$ cat src/rtl/regfile_sequencer.sv
// regfile_sequencer: four-state (IDLE/READ/EXEC/WRITE) instruction sequencer
// driving an external combinational-read register file.
// Optional feature: define REGFILE_SEQUENCER_MUL_EN to build the MUL opcode;
// without it opcode 6 is treated as illegal and no multiplier exists.
module regfile_sequencer (
  input  logic        clock,
  input  logic        reset,
  input  logic        instr_valid,
  input  logic [19:0] instr,
  output logic        instr_ready,
  output logic [3:0]  read_reg_addr_1,
  output logic [3:0]  read_reg_addr_2,
  input  logic [15:0] read_data_1,
  input  logic [15:0] read_data_2,
  output logic        regWrite,
  output logic [3:0]  write_reg_addr,
  output logic [15:0] write_data,
  output logic        clear_regs,
  output logic [15:0] display_data,
  output logic        display_valid,
  output logic        done,
  output logic        illegal_op
);

  localparam logic [3:0] OP_NOP  = 4'd0;
  localparam logic [3:0] OP_LOAD = 4'd1;
  localparam logic [3:0] OP_ADD  = 4'd2;
  localparam logic [3:0] OP_ADDI = 4'd3;
  localparam logic [3:0] OP_SUB  = 4'd4;
  localparam logic [3:0] OP_SUBI = 4'd5;
  localparam logic [3:0] OP_MUL  = 4'd6;
  localparam logic [3:0] OP_CLR  = 4'd7;
  localparam logic [3:0] OP_DISP = 4'd8;

  typedef enum logic [1:0] {IDLE, READ, EXEC, WRITE} state_t;

  state_t      state_q, state_d;
  logic [3:0]  opc_q, opc_d, dest_q, dest_d, src1_q, src1_d, src2_q, src2_d;
  logic [7:0]  imm_q, imm_d;
  logic [15:0] op1_q, op1_d, op2_q, op2_d, result_q, result_d, disp_q, disp_d;
  logic [15:0] imm_sext;
  logic        is_write_op, is_illegal, in_write;

  assign imm_sext = {{8{imm_q[7]}}, imm_q};

  // Decode legality of the latched opcode; MUL only exists when built in.
  always_comb begin
    is_write_op = 1'b0;
    is_illegal  = 1'b0;
    case (opc_q)
      OP_LOAD, OP_ADD, OP_ADDI, OP_SUB, OP_SUBI: is_write_op = 1'b1;
`ifdef REGFILE_SEQUENCER_MUL_EN
      OP_MUL:                                    is_write_op = 1'b1;
`else
      OP_MUL:                                    is_illegal  = 1'b1;
`endif
      OP_NOP, OP_CLR, OP_DISP:                   ;
      default:                                   is_illegal  = 1'b1;
    endcase
  end

  // Next-state, instruction latch, operand capture and result computation.
  always_comb begin
    state_d  = state_q;
    opc_d    = opc_q;
    dest_d   = dest_q;
    src1_d   = src1_q;
    src2_d   = src2_q;
    imm_d    = imm_q;
    op1_d    = op1_q;
    op2_d    = op2_q;
    result_d = result_q;
    disp_d   = disp_q;
    case (state_q)
      IDLE: if (instr_valid) begin
        opc_d   = instr[19:16];
        dest_d  = instr[15:12];
        src1_d  = instr[11:8];
        src2_d  = instr[7:4];
        imm_d   = instr[7:0];
        state_d = READ;
      end
      READ: begin
        // Operands are sampled before any write of this instruction, so
        // dest==src always sees the old register value.
        op1_d   = read_data_1;
        op2_d   = read_data_2;
        state_d = EXEC;
      end
      EXEC: begin
        case (opc_q)
          OP_LOAD: result_d = imm_sext;
          OP_ADD:  result_d = op1_q + op2_q;
          OP_ADDI: result_d = op1_q + imm_sext;
          OP_SUB:  result_d = op1_q - op2_q;
          OP_SUBI: result_d = op1_q - imm_sext;
`ifdef REGFILE_SEQUENCER_MUL_EN
          OP_MUL:  result_d = op1_q * op2_q;
`endif
          default: result_d = result_q;
        endcase
        // Load the display register now so the data is valid alongside
        // its strobe in WRITE.
        if (opc_q == OP_DISP) disp_d = op1_q;
        state_d = WRITE;
      end
      WRITE: state_d = IDLE;
      default: state_d = IDLE;
    endcase
  end

  // State and datapath registers; reset abandons any in-flight instruction.
  always_ff @(posedge clock or negedge reset) begin
    if (!reset) begin
      state_q  <= IDLE;
      opc_q    <= '0;
      dest_q   <= '0;
      src1_q   <= '0;
      src2_q   <= '0;
      imm_q    <= '0;
      op1_q    <= '0;
      op2_q    <= '0;
      result_q <= '0;
      disp_q   <= '0;
    end else begin
      state_q  <= state_d;
      opc_q    <= opc_d;
      dest_q   <= dest_d;
      src1_q   <= src1_d;
      src2_q   <= src2_d;
      imm_q    <= imm_d;
      op1_q    <= op1_d;
      op2_q    <= op2_d;
      result_q <= result_d;
      disp_q   <= disp_d;
    end
  end

  assign in_write        = (state_q == WRITE);
  assign instr_ready     = (state_q == IDLE);
  assign read_reg_addr_1 = (state_q == READ) ? src1_q : 4'd0;
  assign read_reg_addr_2 = (state_q == READ) ? src2_q : 4'd0;
  assign regWrite        = in_write && is_write_op;
  assign write_reg_addr  = regWrite ? dest_q : 4'd0;
  assign write_data      = regWrite ? result_q : 16'd0;
  assign clear_regs      = in_write && (opc_q == OP_CLR);
  assign display_valid   = in_write && (opc_q == OP_DISP);
  assign display_data    = disp_q;
  assign done            = in_write;
  assign illegal_op      = in_write && is_illegal;

endmodule

$ cat config.mk
export PLATFORM = sky130hd
export DESIGN_NAME = regfile_sequencer
export DESIGN_NICKNAME = d
export VERILOG_FILES = /design/src/rtl/regfile_sequencer.sv
export SDC_FILE = /design/constraint.sdc
export NUM_CORES = 1
export LEC_CHECK = 0
export BUFFER_PORTS_ARGS = -buffer_cell sky130_fd_sc_hd__buf_2
export CORE_ASPECT_RATIO = 1.1
export CORE_UTILIZATION = 50
export CTS_CLUSTER_DIAMETER = 30
export DETAILED_ROUTE_END_ITERATION = 8
export PLACE_DENSITY = 0.82
export SYNTH_ARGS = -nofsm -noshare
export SYNTH_HDL_FRONTEND = slang
export SYNTH_SLANG_ARGS = --single-unit
$ cat constraint.sdc
create_clock -name clock -period 3.6 [get_ports clock]
set_input_delay 0.18 -clock clock [delete_from_list [all_inputs] [get_ports clock]]
set_output_delay 0.18 -clock clock [all_outputs]
set_load 0.03 [all_outputs]
## Word level (Yosys, flattened, before mapping)

Index checks and enable logic that the tools add are counted.

- Output and inout bits: 50
- Bits of input ports: 55
- Flip-flop bits (word level): 90

- Muxes and demuxes: 9
- Reduce and logical (&&, ||, !) cells: 12
- Add/sub/neg operators: 4
- Eq/ne operators: 11

Operator list:

| operator | count |
|---|---|
| 16-bit one-hot mux with 5 select lines | 1 |
| 16-bit adder | 2 |
| 16-bit subtractor | 2 |
| 16-bit two-way mux | 1 |
| 4-bit by 3-bit equality test with 1-bit output (second input constant) | 3 |
| 4-bit two-way mux | 3 |
| 4-bit by 2-bit equality test with 1-bit output (second input constant) | 2 |
| 2-bit one-hot mux with 4 select lines | 1 |
| 8-bit OR reduction | 1 |
| 2-bit AND reduction | 3 |
| 5-bit nonzero test | 1 |
| 5-bit OR reduction | 1 |
| 2-bit equality test (second input constant) | 2 |
| 4-bit by 1-bit equality test with 1-bit output (second input constant) | 1 |
| 4-bit equality test (second input constant) | 1 |
| 1-bit logical AND | 4 |
| 4-bit logical NOT | 1 |
| 2-bit by 1-bit equality test with 1-bit output (second input constant) | 1 |
| 2-bit logical NOT | 1 |
| 1-bit two-way mux | 2 |
| 2-bit two-way mux | 1 |
| 2-bit inequality test (second input constant) | 1 |

## Depth between registers and ports, before layout

Gate-level depths: netlist of run 1.

- Word-level depth: 5
- Mapped depth: 18

## Least setup slack after synthesis of run 1

No wires, ideal clock.

- Path kind: register -> register
- Start: reg imm_q[2]
- End: reg result_q[15]
- Data arrival time: 3730 ps
- Setup slack: -256 ps
- Period minus slack after synthesis: 3856 ps
- Stages on the path, launching flop included: 15
- Path buffers: 0
- Cells stage by stage: dfrtp_1 or3_1 or3_1 or3_4 ha_1 o22ai_1 a21oi_1 ha_1 and4_2 a221oi_2 nor3b_2 o21ai_2 a31oi_4 xnor2_1 a221o_1

- Word-level cells in the longest chain between the ends: 2
- Elaborated cells on any way between the ends: 3
- Classes of those cells: add/sub (2); mux (1)

Ends and longest elaborated chain:

| what | RTL line | RTL |
|---|---|---|
| start, declared | 39 | `logic [7:0] imm_q, imm_d;` |
| start signal, assigned | 131 | `imm_q <= imm_d;` |
| 16-bit subtractor or 16-bit adder (tied branches) | 96, 94 |  |
| 16-bit one-hot mux with 5 select lines * | 91 | `case (opc_q)` |
| end signal, assigned | 134 | `result_q <= result_d;` |
| end, declared | 40 | `logic [15:0] op1_q, op1_d, op2_q, op2_d, result_q, result_d, disp_q, disp_d;` |

Every way passes the cells marked *; elsewhere a longest branch is shown, timed or not.
A chain may end at the register's enable or synchronous reset.

## Final worst setup path of run 1

- Start: reg imm_q[0]
- End: reg result_q[15]

The elaborated chain is that of the path after synthesis.

==> results of run 1 <==
[cells by family after synthesis]
| family | after synthesis | synth area share (%) |
|---|---|---|
| buf+inv | 35 | 2.71 |
| compound gates | 107 | 14.3 |
| mux | 70 | 15.7 |
| xor+xnor | 17 | 2.99 |
| fa+ha+maj | 23 | 5.93 |
| flops | 86 | 43.2 |
| simple gates | 144 | 15.1 |
[cell type report]
cell class	instances	area share, %
clock inverters	1	0.0800
inverters	11	0.660
flip-flops and latches	86	34.4
well taps	117	2.34
clock buffers	13	2.70
multi-input cells	361	45.4
repair buffers	153	14.4
[stage by stage]
stage               instance area (um^2)  setup TNS (ns)  setup WS (ns)  utilization (%)  hold WS, ns
finish                              6250           -1.07         -0.320             65.6     -0.00432
floorplan                           5000          -0.248         -0.134                -       -0.116
detailed placement                  5900           -1.27         -0.379             61.9        0.398
global route                        6250           -1.73         -0.450             65.6       0.0294
global placement                    5900          -0.381         -0.171             61.9        0.397
CTS                                 6130          -0.499         -0.197             64.3       0.0207
[routing by layer]
metal | up-vias | global-route usage, % | routed length (um)
li1 | 2018 | - | -
met3 | 31 | 4.82 | 534
met4 | 0 | 9.06 | 396
met2 | 131 | 40.5 | 6190
met5 | - | 0 | 0
met1 | 2014 | 31.1 | 5410
[path summary, 6_finish.rpt]
kind,startpoint,to,slack (ns),depth (start not counted)
setup / recovery,imm_q[0]$_DFFE_PN0P_,result_q[15]$_DFFE_PN0P_,-0.32,15
hold / removal,reset,display_data[4]$_DFFE_PN0P_,-0.004,1
setup reg to reg,imm_q[0]$_DFFE_PN0P_,result_q[15]$_DFFE_PN0P_,-0.32,15
hold reg to reg,result_q[6]$_DFFE_PN0P_,result_q[6]$_DFFE_PN0P_,0.48,2
max in group asynchronous,reset,opc_q[2]$_DFFE_PN0P_,2.89,1
min in group clock,read_data_2[0],op2_q[0]$_DFFE_PN0N_,0.03,3
[worst register-to-register path, delay by kind of cell (launching register included)]
| kind | cells | cell delay, ns |
|---|---|---|
| AND/OR/NAND/NOR | 6 | 1.81 |
| XOR/XNOR | 1 | 0.08 |
| adder cells (fa/ha/maj) | 1 | 0.28 |
| flip-flops | 1 | 0.39 |
| AO/OA/AOI/OAI | 7 | 1.24 |
[state kept, by name (all words and copies together) (netlist names)]
signal	flops
op2_q	16
imm_q	4
src2_q	4
op1_q	16
opc_q	4
display_data	16
state_q	2
result_q	16
src1_q	4
dest_q	4
[Yosys cell counts, types with 7 or more instances]
| master | instances |
|---|---|
| nor3_1 | 8 |
| mux2_2 | 64 |
| a21oi_1 | 26 |
| nand2_1 | 37 |
| clkbuf_1 | 21 |
| ha_1 | 22 |
| inv_1 | 11 |
| dfrtp_1 | 86 |
| o21ai_0 | 37 |
| xnor2_1 | 13 |
| nor2_1 | 29 |
| and2_1 | 30 |
| nand3_1 | 7 |
[what timing repair did]
item / in CTS / in global routing
gates cloned: 0 / 0
endpoints found under the setup margin: 6 / 8
setup buffers: 3 / 4
gates resized for setup: 9 / 24
pin swaps: 12 / 13
hold buffers: 0 / 0
==> impl_metrics.ini, run 1 <==
[status]
outcome = finished, violations left
violations = negative hold slack, negative setup slack

[worst_setup_path]
required_ns = 3.85
critPathSlowestCell = or3_4
cp_top_family = simple AND/OR/NAND/NOR gates
cp_max_fo = 4
arrival_ns = 4.17
path_cells = or3_4, or3_4, or3_4, a21oi_4, and2b_1, a31oi_1, o21ai_1, ha_1, and4_4, a221oi_4, nor3b_4, o21ai_2, a31oi_4, xnor2_2, a221o_1
slowest_delay_ns = 0.40
cp-start-kind = register
worst-path-buf-inv = 0
criticalPathCategory = reg2reg
critical_path.most_common_cell = or3_4
crit_path_end_kind = register

[yosys]
netlist_top_cells_area = dfrtp_1 43%, mux2_2 14%, ha_1 5.5%
synth_cells = 482
syn_nets = 560
yosysTopAreaCellShare_pct = 43.2
syn-cell-area_um2 = 4980
async_reset_ff_share_pct = 100
synth_edf_count = 0
yosysTopAreaCell = dfrtp_1
ys_warn_count = 0
ys_seq_area_share_pct = 43.2
ys.flop_type = dfrtp_1
syn_avg_cell_area_um2 = 10.3
synth-seq-cells = 86
ys_types = 56

[clock_tree]
cts_htree_levels = 3
cts_tree = done
path_clk_slew_ns = 0.08
clk_path_buf_depth = 2
cts_root_buf = clkbuf_8
cts_sinks = 86
cts_buffers = 9
insertion_delay_ns = 0.37

[finish]
drive_above_1_share_pct = 42.2
syn2layout_area_growth_pct = 25.6
stdcell_count = 742
layout_commonest_cell = buf_2
multiInputGateArea_um2 = 2840
nets = 700
nFillCells = 735
seq_area_um2 = 2150
final_cell_mix = 103 x buf_2, 85 x dfrtp_1, 64 x mux2_2
n_antenna_cell = 0

[floorplan]
core-area_um2 = 9540
rows = 37
initial_core_util_pct = 52.2
die_w_um = 97.2
ios = 105
die_h_um = 107
dieArea_um2 = 10400

[flow_run]
cap_violations = 0

[sta]
setup_slack_ns = -0.320
finalMaxSlewViolations = 0
worst_pin_slew_ns = 1.17
finalHoldViolCount = 1
rsz0062_at_grt = true
slew_headroom_pct = 21.8
setup_viol = 6
hold-worst-slack_ns = -0.00432
fin_worst_skew_ns = 0.00983
post-route-min-period_ns = 3.92
timing.final.crit_share_pct = 109
fmax_mhz = 255

[routing]
ant_nets = 0
drt_iter0_markers = 273
drt_pass1_iterations = 5
drc = 0
num_vias = 4194
wirelength_mm = 12.5
avgViaCountPerCell = 5.65
wire_per_inst_um = 16.9

[global_routing]
grt-ovfl-total = 0
grt_pass1_wl_mm = 20.0
track_usage_pct = 24.2
grt_max_degree = 87
antenna_found_initial = 0
grt_pass1_vias = 4134

[hold_path]
hold_class = in2async

[place]
gp_congestion = 0.925
port_buffers = 104
dp.cells = 722
hpwlAfterDp_mm = 9.22
Power of run 1 is left out: the tool's default activity adds up to more than one toggle a clock period on the data nets, which glitch-free logic cannot reach.
==> run 2, diff against run 1 <==
==> constraint.sdc (replaced) <==
create_clock -name clock -period 3.6 [get_ports clock]
set_input_delay 1.08 -clock clock [delete_from_list [all_inputs] [get_ports clock]]
set_output_delay 1.08 -clock clock [all_outputs]
set_load 0.03 [all_outputs]
==> impl_metrics.ini, run 2 (synthesized netlist as in run 1, its figures left out) <==
[status]
outcome = finished, violations left
violations = negative setup slack

[sta]
finalMaxSlewViolations = 0
setup_slack_ns = -0.334
fmax_mhz = 254
worst_pin_slew_ns = 1.05
setup_viol = 5
timing.final.crit_share_pct = 109
post-route-min-period_ns = 3.93
fin_worst_skew_ns = 0.0116
hold-worst-slack_ns = 0.475
finalHoldViolCount = 0
rsz0062_at_grt = true
slew_headroom_pct = 30.2

[clock_tree]
cts_sinks = 86
cts_htree_levels = 3
insertion_delay_ns = 0.36
path_clk_slew_ns = 0.09
clk_path_buf_depth = 2
cts_buffers = 9
cts_tree = done
cts_root_buf = clkbuf_8

[worst_setup_path]
slowest_delay_ns = 0.41
criticalPathCategory = reg2reg
critPathSlowestCell = or3_4
critical_path.most_common_cell = or3_4
cp-start-kind = register
arrival_ns = 4.17
rr_startpoint = imm_q[1]$_DFFE_PN0P_
path_cells = or3_4, or3_4, or3_4, a21oi_4, and2b_1, a31oi_1, o21ai_1, ha_1, buf_4, nand4_1, a211oi_2, nor3b_4, o21ai_2, a31oi_4, xnor2_1, a221o_1
required_ns = 3.84
cp_max_fo = 4
crit_path_end_kind = register
startpoint = imm_q[1]$_DFFE_PN0P_

[global_routing]
track_usage_pct = 25.0
grt-ovfl-total = 0
antenna_found_initial = 0
grt_max_degree = 87
grt_pass1_vias = 4155
grt_pass1_wl_mm = 20.6

[finish]
n_antenna_cell = 0
drive_above_1_share_pct = 42.3
nFillCells = 760
stdcell_count = 744
final_cell_mix = 103 x buf_2, 85 x dfrtp_1, 64 x mux2_2
fin_util_pct = 66.0
nets = 701
syn2layout_area_growth_pct = 26.4
layout_commonest_cell = buf_2

[place]
post-place-ws_ns = -0.349
dp.cells = 724
gp_congestion = 0.931
port_buffers = 104
hpwlAfterDp_mm = 9.57

[routing]
wirelength_mm = 12.6
ant_nets = 0
num_vias = 4265
drt_pass1_iterations = 4
drt_iter0_markers = 167
avgViaCountPerCell = 5.73
wire_per_inst_um = 16.9
drc = 0

[hold_path]
hp-start = result_q[8]$_DFFE_PN0P_
hold_class = reg2reg

[floorplan]
core-area_um2 = 9540
dieArea_um2 = 10400
rows = 37
ios = 105
die_w_um = 97.2
die_h_um = 107
initial_core_util_pct = 52.2

[flow_run]
cap_violations = 0
run 2: timing repair:
item	4_1_cts	5_1_grt
pin swaps	12	5
hold buffers	0	0
buffers inserted	4	2
resized for setup	17	14
endpoints found under the setup margin	27	9
run 2: path summary, 6_finish.rpt:
kind / endpoint / slack [ns] / cells past startpoint
max in group asynchronous: opc_q[2]$_DFFE_PN0P_ / 1.97 / 1
min reg2reg: result_q[8]$_DFFE_PN0P_ / 0.47 / 2
max reg2reg: result_q[15]$_DFFE_PN0P_ / -0.33 / 16
max: result_q[15]$_DFFE_PN0P_ / -0.33 / 16
min in group asynchronous: display_data[4]$_DFFE_PN0P_ / 0.91 / 1
min: result_q[8]$_DFFE_PN0P_ / 0.47 / 2
run 2: worst max-delay path, delay by kind of cell (launching register included):
kind | cells | cell delay [ns]
AND/OR/NAND/NOR | 6 | 1.63
XOR/XNOR | 1 | 0.15
AO/OA/AOI/OAI | 7 | 1.30
flip-flops | 1 | 0.40
buffers and inverters | 1 | 0.14
adder cells (fa/ha/maj) | 1 | 0.18
run 2: final cells by class:
class	count	area, um^2	share of cell area, %
flip-flops and latches	86	2150	34.2
multi-input cells	361	2850	45.2
repair buffers	154	902	14.3
clock inverters	3	42.5	0.676
clock buffers	12	165	2.62
well taps	117	146	2.33
inverters	11	41.3	0.656
run 2: metal layers:
layer	share of wire, %	GRT usage [%]	vias up
li1	-	-	2024
met2	50	43.4	139
met3	4.7	3.32	27
met5	0	0	-
met1	42	32.1	2075
met4	2.7	9.28	0
run 2: through the flow:
step | area, um^2 | setup TNS [ns]
after detailed placement | 5910 | -1.12
after floorplan | 5000 | -0.248
after global placement | 5910 | -0.360
final | 6300 | -1.03
after CTS | 6230 | -0.551
after global routing | 6300 | -2.39
Power of run 2 is left out for the same reason.
==> run 3, diff against run 2 <==
Settings changed: CORE_MARGIN set to 3.
==> impl_metrics.ini, run 3 (synthesized netlist as in run 1, its figures left out) <==
[status]
outcome = finished, violations left
violations = negative setup slack

[clock_tree]
path_clk_slew_ns = 0.08
cts_tree = done
cts_root_buf = clkbuf_8
insertion_delay_ns = 0.38
clk_path_buf_depth = 2
cts_buffers = 9
cts_htree_levels = 3
ctsHoldBuffers = 0
cts_sinks = 86

[routing]
num_vias = 4350
drc = 0
drt_pass1_iterations = 5
avgViaCountPerCell = 5.90
wire_per_inst_um = 18.3
drt_iter0_markers = 335
ant_nets = 0
wirelength_mm = 13.5

[flow_run]
cap_violations = 0

[sta]
fin_worst_skew_ns = 0.00933
slew_headroom_pct = 31.2
rsz0062_at_grt = true
timing.final.crit_share_pct = 106
worst_pin_slew_ns = 1.03
finalMaxSlewViolations = 0
fmax_mhz = 261
finalHoldViolCount = 0
setup_viol = 6
setup_slack_ns = -0.234
post-route-min-period_ns = 3.83

[worst_setup_path]
crit_path_end_kind = register
criticalPathCategory = reg2reg
cp_max_fo = 3
arrival_ns = 4.10
required_ns = 3.87
cp-start-kind = register

[global_routing]
grt_pass1_vias = 4268
grt_pass1_wl_mm = 21.0
track_usage_pct = 23.6
grt-ovfl-total = 0
grt_max_degree = 87
antenna_found_initial = 0

[finish]
layout_commonest_cell = buf_2
syn2layout_area_growth_pct = 25.7
nFillCells = 708
n_antenna_cell = 0
final_cell_mix = 103 x buf_2, 85 x dfrtp_1, 64 x mux2_2
drive_above_1_share_pct = 42.1
stdcell_count = 737
nets = 694

[floorplan]
initial_core_util_pct = 52.2
dieArea_um2 = 11200
die_h_um = 111
core-area_um2 = 9540
ios = 105
die_w_um = 101
rows = 37

[place]
dp.cells = 718
gp_congestion = 1.01
port_buffers = 104
hpwlAfterDp_mm = 9.57
post-place-ws_ns = -0.239

[hold_path]
hold_class = reg2reg
-- run 3: cell count changes in the layout (fill, tap and decap cells not counted), sizes merged --
cell / before / now
clkinv: 1 / 0
clkinvlp: 1 / 2
buf: 154 / 147
-- run 3: cell type report --
cell class / instances / area (um^2) / share of cell area, %
flip-flops and latches: 86 / 2150 / 34.4
well taps: 117 / 146 / 2.34
clock buffers: 12 / 145 / 2.32
clock inverters: 3 / 45.0 / 0.719
inverters: 11 / 41.3 / 0.659
repair buffers: 147 / 850 / 13.6
multi-input cells: 361 / 2880 / 46.0
-- run 3: path summary, 6_finish.rpt --
check                                         from                       end  slack [ns]  depth (start not counted)
min in group asynchronous                    reset     op1_q[13]$_DFFE_PN0N_        0.89                          1
max reg2reg                   imm_q[2]$_DFFE_PN0P_  result_q[15]$_DFFE_PN0P_       -0.23                         15
max in group asynchronous                    reset      opc_q[2]$_DFFE_PN0P_        2.00                          1
min                        result_q[8]$_DFFE_PN0P_   result_q[8]$_DFFE_PN0P_        0.48                          2
min reg2reg                result_q[8]$_DFFE_PN0P_   result_q[8]$_DFFE_PN0P_        0.48                          2
max                           imm_q[2]$_DFFE_PN0P_  result_q[15]$_DFFE_PN0P_       -0.23                         15
-- run 3: worst max-delay path: stages (launching register included) --
cell	delay [ns]
dfrtp_1	0.39
or3_4	0.40
or3_4	0.34
or3_4	0.37
a21oi_4	0.16
and2b_1	0.19
a31oi_1	0.08
o21ai_1	0.13
ha_1	0.29
and4_4	0.20
a221oi_4	0.29
nor3b_4	0.25
o21ai_2	0.11
a31oi_4	0.16
xnor2_2	0.07
a221o_1	0.29
-- run 3: metal layers --
layer	global-route usage, %	vias to the layer above	part of all wire (%)
li1	-	1997	-
met1	29.6	2092	40
met2	38.1	207	49
met3	4.78	54	6.4
met4	12.1	0	4.4
met5	0	-	0
-- run 3: stage by stage --
step	area (um^2)	TNS [ns]	hold WS, ns	utilization (%)
after floorplan	5000	-0.248	0.442	-
after global placement	5870	-0.343	0.456	61.5
after detailed placement	5870	-0.822	0.466	61.5
after CTS	6140	-0.215	0.485	64.3
after global routing	6260	-1.59	0.512	65.7
final	6260	-0.804	0.478	65.7
-- run 3: timing repair --
item	4_1_cts	5_1_grt
buffers inserted	0	4
gates resized for setup	16	23
pin swaps	18	6
endpoints found under the setup margin	27	12
endpoints found under the hold margin	0	0
gates cloned	0	0
Power of run 3 is left out for the same reason.
